[src/rtl/spi_display_receiver.sv]
// SPI receiver for display controllers: deserialises MSB-first bytes tagged data/command
// and hands them to a valid/ready consumer. Define SPI_RX_BYTE_COUNT_EN to enable the per-frame byte counter.
module spi_display_receiver #(
    parameter int SYNC_STAGES = 2
) (
    input  logic        clk,
    input  logic        reset,
    input  logic        sclk,
    input  logic        mosi,
    input  logic        cs,
    input  logic        dc,
    output logic [7:0]  rxData,
    output logic        rxIsCmd,
    output logic        rxValid,
    input  logic        rxReady,
    output logic        overrun,
    output logic        frameError,
    output logic [15:0] byteCount
);

    typedef enum logic {
        IDLE,
        SHIFT
    } stateT;

    stateT state;

    logic [SYNC_STAGES-1:0] sclkSync;
    logic [SYNC_STAGES-1:0] mosiSync;
    logic [SYNC_STAGES-1:0] csSync;
    logic [SYNC_STAGES-1:0] dcSync;

    logic       sclkS;
    logic       mosiS;
    logic       csS;
    logic       dcS;
    logic       sclkPrev;
    logic       sclkRise;
    logic       commit;
    logic       consume;
    logic [2:0] bitCnt;
    // Only the first seven bits are stored; the eighth is taken straight from mosiS at commit.
    logic [6:0] shiftReg;
    logic [7:0] newByte;

    // Reset values match an idle bus so no false edges appear after reset release.
    always_ff @(posedge clk) begin
        if (reset) begin
            sclkSync <= '0;
            mosiSync <= '0;
            csSync   <= '1;
            dcSync   <= '1;
            sclkPrev <= 1'b0;
        end else begin
            sclkSync <= {sclkSync[SYNC_STAGES-2:0], sclk};
            mosiSync <= {mosiSync[SYNC_STAGES-2:0], mosi};
            csSync   <= {csSync[SYNC_STAGES-2:0], cs};
            dcSync   <= {dcSync[SYNC_STAGES-2:0], dc};
            sclkPrev <= sclkS;
        end
    end

    assign sclkS    = sclkSync[SYNC_STAGES-1];
    assign mosiS    = mosiSync[SYNC_STAGES-1];
    assign csS      = csSync[SYNC_STAGES-1];
    assign dcS      = dcSync[SYNC_STAGES-1];
    assign sclkRise = sclkS & ~sclkPrev;
    assign newByte  = {shiftReg, mosiS};
    assign commit   = (state == SHIFT) && !csS && sclkRise && (bitCnt == 3'd7);
    assign consume  = rxValid && rxReady;

    always_ff @(posedge clk) begin
        if (reset) begin
            state      <= IDLE;
            shiftReg   <= '0;
            bitCnt     <= '0;
            frameError <= 1'b0;
        end else begin
            frameError <= 1'b0;
            case (state)
                IDLE: begin
                    if (!csS) begin
                        state <= SHIFT;
                    end
                end
                SHIFT: begin
                    if (csS) begin
                        state      <= IDLE;
                        shiftReg   <= '0;
                        bitCnt     <= '0;
                        frameError <= (bitCnt != 3'd0);
                    end else if (sclkRise) begin
                        shiftReg <= newByte[6:0];
                        bitCnt   <= bitCnt + 3'd1;
                    end
                end
                default: state <= IDLE;
            endcase
        end
    end

    // A commit into a still-held byte is dropped; a same-cycle consume frees the slot first.
    always_ff @(posedge clk) begin
        if (reset) begin
            rxData  <= 8'h00;
            rxIsCmd <= 1'b0;
            rxValid <= 1'b0;
            overrun <= 1'b0;
        end else if (commit) begin
            if (rxValid && !rxReady) begin
                overrun <= 1'b1;
            end else begin
                rxData  <= newByte;
                rxIsCmd <= ~dcS;
                rxValid <= 1'b1;
            end
        end else if (consume) begin
            rxValid <= 1'b0;
        end
    end

`ifdef SPI_RX_BYTE_COUNT_EN
    logic        csPrev;
    logic [15:0] byteCountReg;

    // Counts every completed byte in the frame, dropped ones included.
    always_ff @(posedge clk) begin
        if (reset) begin
            csPrev       <= 1'b1;
            byteCountReg <= '0;
        end else begin
            csPrev <= csS;
            if (csPrev && !csS) begin
                byteCountReg <= '0;
            end else if (commit) begin
                byteCountReg <= byteCountReg + 16'd1;
            end
        end
    end

    assign byteCount = byteCountReg;
`else
    assign byteCount = 16'h0000;
`endif

endmodule

[config.mk]
export PLATFORM = sky130hd
export DESIGN_NAME = spi_display_receiver
export DESIGN_NICKNAME = d
export VERILOG_FILES = /design/src/rtl/spi_display_receiver.sv
export SDC_FILE = /design/constraint.sdc
export NUM_CORES = 1
export LEC_CHECK = 0
export ABC_AREA = 1
export CORE_ASPECT_RATIO = 1.25
export CORE_MARGIN = 2
export CORE_UTILIZATION = 48
export DETAILED_ROUTE_END_ITERATION = 12
export PLACE_DENSITY_LB_ADDON = 0.12
export SLEW_MARGIN = 20
export SYNTH_ARGS = -nofsm -noshare
export SYNTH_HDL_FRONTEND = slang
export SYNTH_SLANG_ARGS = --single-unit
export TNS_END_PERCENT = 1
[constraint.sdc]
create_clock -name clk -period 1.4 [get_ports clk]
set_input_delay 0.35 -clock clk [delete_from_list [all_inputs] [get_ports clk]]
set_output_delay 0.35 -clock clk [all_outputs]
set_load 0.1 [all_outputs]
==> impl_metrics.toml, run 1 <==
[routing]
num_vias = 1020
vias_per_cell = 4.378
drt-total-wl_mm = 2.226
remaining_drc_errors = 0
routedWlPerCell_um = 9.554
drtIter0Drc = 21
ant_nets = 0
dr.pass1.iters = 4

[worst_setup_path]
crit_buf_inv = 1
path_cells = "buf_12"
worstSetupEndpointType = "primary output"
worstPathMaxFanout = 2
crit_arrival_ns = 0.92
slowest_delay_ns = 0.39
criticalPathCategory = "reg2out"
cp-start-kind = "flop"
crit_slowest_cell = "dfxtp_1"
critical_path_required_ns = 1.05
critPathTopFamily = "flip-flops"

[timing]
period_share_pct = 90.47
setup_violations = 0
finalCriticalPeriod_ns = 1.267
report.final.slew_viol_count = 0
max_freq_mhz = 789.5
rsz0062_at_grt = "false"
worst_slack_ns = 0.1334
hold_violations = 0
whs_ns = 0.4084
fin_skew_ns = 0.004530

[cts]
path_clk_slew_ns = 0.09
cts_tree = "built"
cts_hold_buf = 0
post_cts_resized = 0
clock-sinks = 32
cts_made_buffers = 5
root_buffer = "clkbuf_4"
cts-htree-levels = 2
clock_latency_ns = 0.33
post-cts-setup-buffers = 0
max-clock-path-buffers = 2

[global_routing]
grt_pass1_vias = 946
antenna_found_initial = 0
grt_usage_pct = 15.53
gr-total-overflow = 0
grt_first_pass_wirelength_mm = 3.919
grt_max_degree = 21

[yosys]
netlist.area_leader.share_pct = 44.64
syn_area_per_cell_um2 = 8.344
synth_cell_type_count = 25
syn_area_um2 = 1435
yosysSeqAreaShare_pct = 44.64
synth.largest_area_cell = "dfxtp_1"
syn_inst = 172
synth.area.top_cells = "dfxtp_1 45%, buf_4 8.4%, nor2_1 6.8%, a21oi_2 6.1%, nand2_1 5.5%"
yosysWarnings = 0
synth-seq-cells = 32

[die]
fp.coreArea_um2 = 2890
die_h_um = 65.14
placementRows = 22
die_area_um2 = 3446
start_util_pct = 49.65
dieWidth_um = 52.91
ioPinCount = 35

[final_layout]
nets = 206
layout_common_cells = "31 x dfxtp_1, 26 x nor2_1, 21 x nand2_1, 20 x inv_1, 16 x conb_1"
area_delta_synth_final_pct = 25.89
final_common_cell = "dfxtp_1"
diodes = 0
final_area_um2 = 1807
nFillCells = 281
drive_gt1_share_pct = 27.92

[min_path]
hold_path.class = "reg2reg"

[placed_design]
hpwlAfterDp_mm = 1.698
port_buffers = 18
dp_worst_setup_slack_ns = -0.1094
placed_area_um2 = 1748
gp_congestion = 0.7484

[power]
ir_drop_v = 0.0006801
clkPwrFrac_pct = 31.3
p_total_mw = 1.721
p_seq_share_pct = 53.9
p_sw_uw = 517.1
p_int_mw = 1.204
power_density_nw_per_um2 = 952.6
power.leakage_nw = 0.7159
power_frac_comb_pct = 14.7
p_sw_share_pct = 30.05

[run_status]
outcome = "complete, no violations"

[job]
maxCapViolCount = 0
## registers in the layout (all words and copies together) (netlist names)
signal and cells:
shiftReg 7, frameError 1, bitCnt 3, state 1, sclkSync 2, sclkPrev 1
rxIsCmd 1, rxValid 1, overrun 1, mosiSync 2, dcSync 2, csSync 2
rxData 8
## cell usage after synthesis (all sizes together)
master / count
dfxtp: 32
nand2: 30
nor2: 30
inv: 22
buf: 21
a21oi: 12
nand4: 9
or2: 4
ha: 3
nand3: 3
clkbuf: 2
o21ai: 2
bufinv: 1
conb: 1
## metrics by stage
stage                     cells  utilization [%]  TNS (ns)
final                       233            62.51         0
after global routing        233            62.51         0
after CTS                   233            62.51         0
after detailed placement    225            60.48   -0.8994
after global placement      225            60.48   -0.6694
after floorplan             187                -         0
## power groups by stage
stage                     clock [mW]  combinational, mW  sequential [mW]
after CTS                      0.566              0.253            0.929
after global placement             0              0.253            0.950
after floorplan                    0              0.256            0.948
after global routing           0.615              0.265            0.930
final                          0.539              0.254            0.928
after detailed placement           0              0.253            0.950
## layer usage
metal  up-vias  part of all wire [%]  global-route usage (%)
met4         0                   2.0                   6.731
li1        539                     -                       -
met2        21                    53                   26.72
met1       454                    41                   16.76
met5         -                     0                       0
met3         6                   4.5                   5.455
## logic make-up after synthesis
group | count (synthesis) | share of synthesized area, %
buffers and inverters | 46 | 18.66
AO/OA/AOI/OAI | 14 | 7.759
AND/OR/NAND/NOR | 76 | 26.07
flip-flops | 32 | 44.64
adder cells (fa/ha/maj) | 3 | 2.616
other | 1 | 0.2613
## layout make-up
class | count | area [µm²] | area share (%)
inverter | 23 | 100.1 | 5.540
timing repair buffer | 25 | 377.9 | 20.91
multi-input combinational | 109 | 583.1 | 32.27
clock buffer | 8 | 58.81 | 3.255
sequential | 32 | 641.9 | 35.53
tap | 36 | 45.04 | 2.493
## worst paths after layout
kind | start | to | slack [ns] | cells after the start
setup reg to reg | bitCnt[0] | rxData[3] | 0.15 | 6
hold reg to reg | mosiSync[0] | mosiSync[1] | 0.41 | 2
setup / recovery | rxIsCmd | rxIsCmd | 0.13 | 1
hold / removal | mosiSync[0] | mosiSync[1] | 0.41 | 2
Note: power is estimated with default switching activity, not from simulation.
==> inputs of run 2 (changes only) <==
Settings changed: PLACE_DENSITY set to 0.74, PLACE_DENSITY_LB_ADDON 0.12 to unset, SLEW_MARGIN 20 to 25.
==> impl_metrics.toml, run 2 (synthesized netlist as in run 1, its figures left out) <==
[run_status]
outcome = "complete, no violations"

[worst_setup_path]
r2r-end = "rxData[7]"
crit_slowest_cell = "dfxtp_1"
worstSetupEndpointType = "primary output"
critical_path_required_ns = 1.05
r2r_slack_ns = 0.15
cp-start-kind = "flop"
crit_buf_inv = 1
crit_arrival_ns = 0.91
criticalPathCategory = "reg2out"
reg2reg_depth = 6
path_cells = "buf_12"
critPathTopFamily = "flip-flops"
worstPathMaxFanout = 2
r2r_start = "bitCnt[0]"
slowest_delay_ns = 0.39

[global_routing]
gr-total-overflow = 0
grt_first_pass_wirelength_mm = 3.939
grt_max_degree = 21
antenna_found_initial = 0
grt_usage_pct = 15.58
grt_pass1_vias = 989

[power]
power_density_nw_per_um2 = 950.4
p_sw_share_pct = 30.49
ir_drop_v = 0.0007820
p_total_mw = 1.719
p_int_mw = 1.195
power.leakage_nw = 0.7213
clkPwrFrac_pct = 31.2
p_sw_uw = 524.3
power_frac_comb_pct = 14.8
p_seq_share_pct = 54.0

[die]
die_area_um2 = 3446
fp.coreArea_um2 = 2890
placementRows = 22
start_util_pct = 49.65
dieWidth_um = 52.91
die_h_um = 65.14
ioPinCount = 35

[timing]
period_share_pct = 89.83
report.final.slew_viol_count = 0
rsz0062_at_grt = "false"
finalSetupTns_ns = 0
hold_violations = 0
max_freq_mhz = 795.2
finalCriticalPeriod_ns = 1.258
fin_skew_ns = 0.009217
setup_violations = 0

[min_path]
hold_path.startpoint = "sclkSync[0]"
min_path_cells = 2
min_to = "sclkSync[1]"
hold_path.class = "reg2reg"

[routing]
routedWlPerCell_um = 9.468
drt-total-wl_mm = 2.206
remaining_drc_errors = 0
dr.pass1.iters = 2
num_vias = 1016
drtIter0Drc = 8
ant_nets = 0
vias_per_cell = 4.361

[cts]
post-cts-setup-buffers = 0
cts_hold_buf = 0
path_clk_slew_ns = 0.10
cts-htree-levels = 2
post_cts_resized = 0
root_buffer = "clkbuf_4"
clock-sinks = 32
clock_latency_ns = 0.32
max-clock-path-buffers = 2
cts_made_buffers = 5
cts_tree = "built"

[final_layout]
largest_reg_flops = 8
layout_common_cells = "31 x dfxtp_1, 26 x nor2_1, 21 x nand2_1, 20 x inv_1, 16 x conb_1"
drive_gt1_share_pct = 28.93
diodes = 0
nets = 206
reg.largest.list = "rxData (8), shiftReg (7), bitCnt (3)"
regMostFlops = "rxData"
final_common_cell = "dfxtp_1"
area_delta_synth_final_pct = 26.07
nFillCells = 258

[placed_design]
gp_congestion = 0.7470
port_buffers = 18
hpwlAfterDp_mm = 1.760

[job]
maxCapViolCount = 0
## run 2: cell count changes in the layout (fill, tap and decap cells not counted)
| cell | previous run | this run |
|---|---|---|
| clkinv_2 | 0 | 2 |
| clkbuf_1 | 2 | 0 |
## run 2: power by group through the flow
stage	Sequential [mW]	Clock (mW)	Combinational, mW
after global placement	0.949	0	0.251
final	0.928	0.537	0.254
after floorplan	0.948	0	0.256
after CTS	0.929	0.554	0.254
after detailed placement	0.950	0	0.254
after global routing	0.930	0.602	0.265
## run 2: through the flow
stage | area [µm²] | utilization [%] | hold slack (ns) | cells | setup WS [ns]
6_report | 1809 | 62.60 | 0.4118 | 233 | 0.1424
5_1_grt | 1809 | 62.60 | 0.4394 | 233 | 0.01129
4_1_cts | 1809 | 62.60 | 0.4127 | 233 | 0.1064
3_5_place_dp | 1748 | 60.48 | 0.3969 | 225 | -0.1621
3_3_place_gp | 1748 | 60.48 | 0.3879 | 225 | -0.08800
2_1_floorplan | 1493 | - | 0.3832 | 187 | 0.1251
## run 2: worst max-delay path by stage
stage               startpoint         to  slack (ns)  cells after the start
CTS                  bitCnt[0]  rxData[7]        0.11                      6
detailed placement     rxReady  rxData[7]       -0.16                      7
global route         bitCnt[1]  rxData[7]        0.01                      6
floorplan            rxData[0]  rxData[0]        0.13                      0
global placement       rxReady  rxData[2]       -0.09                      7
finish               rxData[7]  rxData[7]        0.14                      1
## run 2: area by class of cell
| type | instances | area (µm²) | area share (%) |
|---|---|---|---|
| well taps | 36 | 45.04 | 2.490 |
| inverters | 23 | 100.1 | 5.532 |
| clock inverters | 2 | 10.01 | 0.5532 |
| flip-flops and latches | 32 | 641.9 | 35.48 |
| repair buffers | 25 | 377.9 | 20.89 |
| clock buffers | 6 | 51.30 | 2.835 |
| multi-input cells | 109 | 583.1 | 32.23 |
## run 2: metal layers
metal  up-vias  part of all wire (%)  global-route usage (%)
li1        542                     -                       -
met1       445                    38                   15.63
met2        24                    54                   27.66
met3         5                   4.9                   4.773
met4         0                   2.4                   8.654
met5         -                     0                       0
==> inputs of run 3 (changes only) <==
Clock period 1.4 ns to 1.2 ns, I/O delays scaled along.
==> impl_metrics.toml, run 3 (synthesized netlist as in run 1, its figures left out) <==
[worst_setup_path]
critical_path_required_ns = 0.90
worstSetupEndpointType = "primary output"
crit_arrival_ns = 0.87
worstPathMaxFanout = 2
crit_buf_inv = 1
cp-start-kind = "flop"
r2r-end = "rxData[3]"
slowest_delay_ns = 0.38
reg2reg_depth = 6
crit_slowest_cell = "dfxtp_2"
r2r_start = "bitCnt[0]"
critPathTopFamily = "flip-flops"
path_cells = "buf_12"
criticalPathCategory = "reg2out"
r2r_slack_ns = 0.04
critPathLaunch = "rxData[3]"

[cts]
cts_tree = "built"
max-clock-path-buffers = 2
clock-sinks = 32
cts_hold_buf = 0
cts-htree-levels = 2
cts_made_buffers = 5
root_buffer = "clkbuf_4"
path_clk_slew_ns = 0.09
clock_latency_ns = 0.31

[die]
fp.coreArea_um2 = 2890
placementRows = 22
start_util_pct = 49.65
dieWidth_um = 52.91
die_h_um = 65.14
ioPinCount = 35
die_area_um2 = 3446

[power]
power.leakage_nw = 0.7523
ir_drop_v = 0.0008261
power_density_nw_per_um2 = 1039
p_total_mw = 1.997

[placed_design]
gp_congestion = 0.7432
placed_area_um2 = 1795
hpwlAfterDp_mm = 1.855
port_buffers = 18

[timing]
report.final.slew_viol_count = 0
max_freq_mhz = 855.5
finalCriticalPeriod_ns = 1.169
fin_skew_ns = 0.009752
whs_ns = 0.4085
finalSetupTns_ns = 0
period_share_pct = 97.41
rsz0062_at_grt = "true"
hold_violations = 0
setup_violations = 0

[routing]
dr.pass1.iters = 4
drt-total-wl_mm = 2.468
vias_per_cell = 4.628
drtIter0Drc = 9
routedWlPerCell_um = 10.33
num_vias = 1106
ant_nets = 0
remaining_drc_errors = 0

[final_layout]
final_common_cell = "nor2_1"
area_delta_synth_final_pct = 33.91
diodes = 0
largest_reg_flops = 8
final_area_um2 = 1922
regMostFlops = "rxData"
layout_common_cells = "26 x nor2_1, 21 x nand2_1, 20 x inv_1, 17 x dfxtp_1, 16 x conb_1"
final_util_pct = 66.49
reg.largest.list = "rxData (8), shiftReg (7), bitCnt (3)"
nets = 212
drive_gt1_share_pct = 37.93

[run_status]
outcome = "complete, no violations"

[global_routing]
grt_pass1_vias = 1060
antenna_found_initial = 0
grt_usage_pct = 15.56
grt_max_degree = 21
gr-total-overflow = 0
grt_first_pass_wirelength_mm = 3.995

[job]
maxCapViolCount = 0

[min_path]
min_path_cells = 2
min_to = "mosiSync[1]"
hold_path.class = "reg2reg"
hold_path.startpoint = "mosiSync[0]"
run 3: changes by cell type in the layout (fill, tap and decap cells not counted), sizes merged:
cell,change
clkinv,-2
buf,+5
clkbuf,+2
nor2,+1
run 3: what timing repair did:
item / 4_1_cts / 5_1_grt
buffers inserted: 1 / 0
endpoints found under the setup margin: 16 / 21
gates cloned: 1 / 0
pin swaps: 2 / 3
gates resized for setup: 11 / 8
run 3: layer usage:
| metal | track usage [%] | vias to the layer above | wire length (µm) |
|---|---|---|---|
| met1 | 13.95 | 518 | 872 |
| met4 | 10.58 | 0 | 73 |
| met5 | 0 | - | 0 |
| met3 | 4.318 | 8 | 96 |
| li1 | - | 557 | - |
| met2 | 28.75 | 23 | 1426 |
run 3: area by class of cell:
| type | count | area (µm²) |
|---|---|---|
| Timing Repair Buffer | 30 | 431.7 |
| Tap cell | 36 | 45.04 |
| Clock buffer | 8 | 58.81 |
| Fill cell | 250 | 968.4 |
| Multi-Input combinational cell | 110 | 624.3 |
| Inverter | 23 | 100.1 |
| Sequential cell | 32 | 661.9 |
run 3: stage by stage:
step	instances	setup slack, ns
after global placement	229	-0.2447
after floorplan	187	-0.02487
final	239	0.03104
after detailed placement	229	-0.2749
after CTS	239	-0.0005527
after global routing	239	-0.02766
run 3: power by group:
part	total [mW]	internal, mW	switching [mW]
sequential	1.08	1.07	0.00836
combinational	0.308	0.0490	0.259
clock	0.609	0.289	0.320
total	2.00	1.41	0.586
run 3: worst max-delay path by stage:
| stage | to | slack, ns | depth (start not counted) |
|---|---|---|---|
| floorplan | rxData[1] | -0.02 | 0 |
| global placement | rxData[2] | -0.24 | 7 |
| detailed placement | rxData[3] | -0.27 | 7 |
| CTS | rxData[6] | -0.0006 | 6 |
| global route | rxData[1] | -0.03 | 6 |
| finish | rxData[3] | 0.03 | 1 |
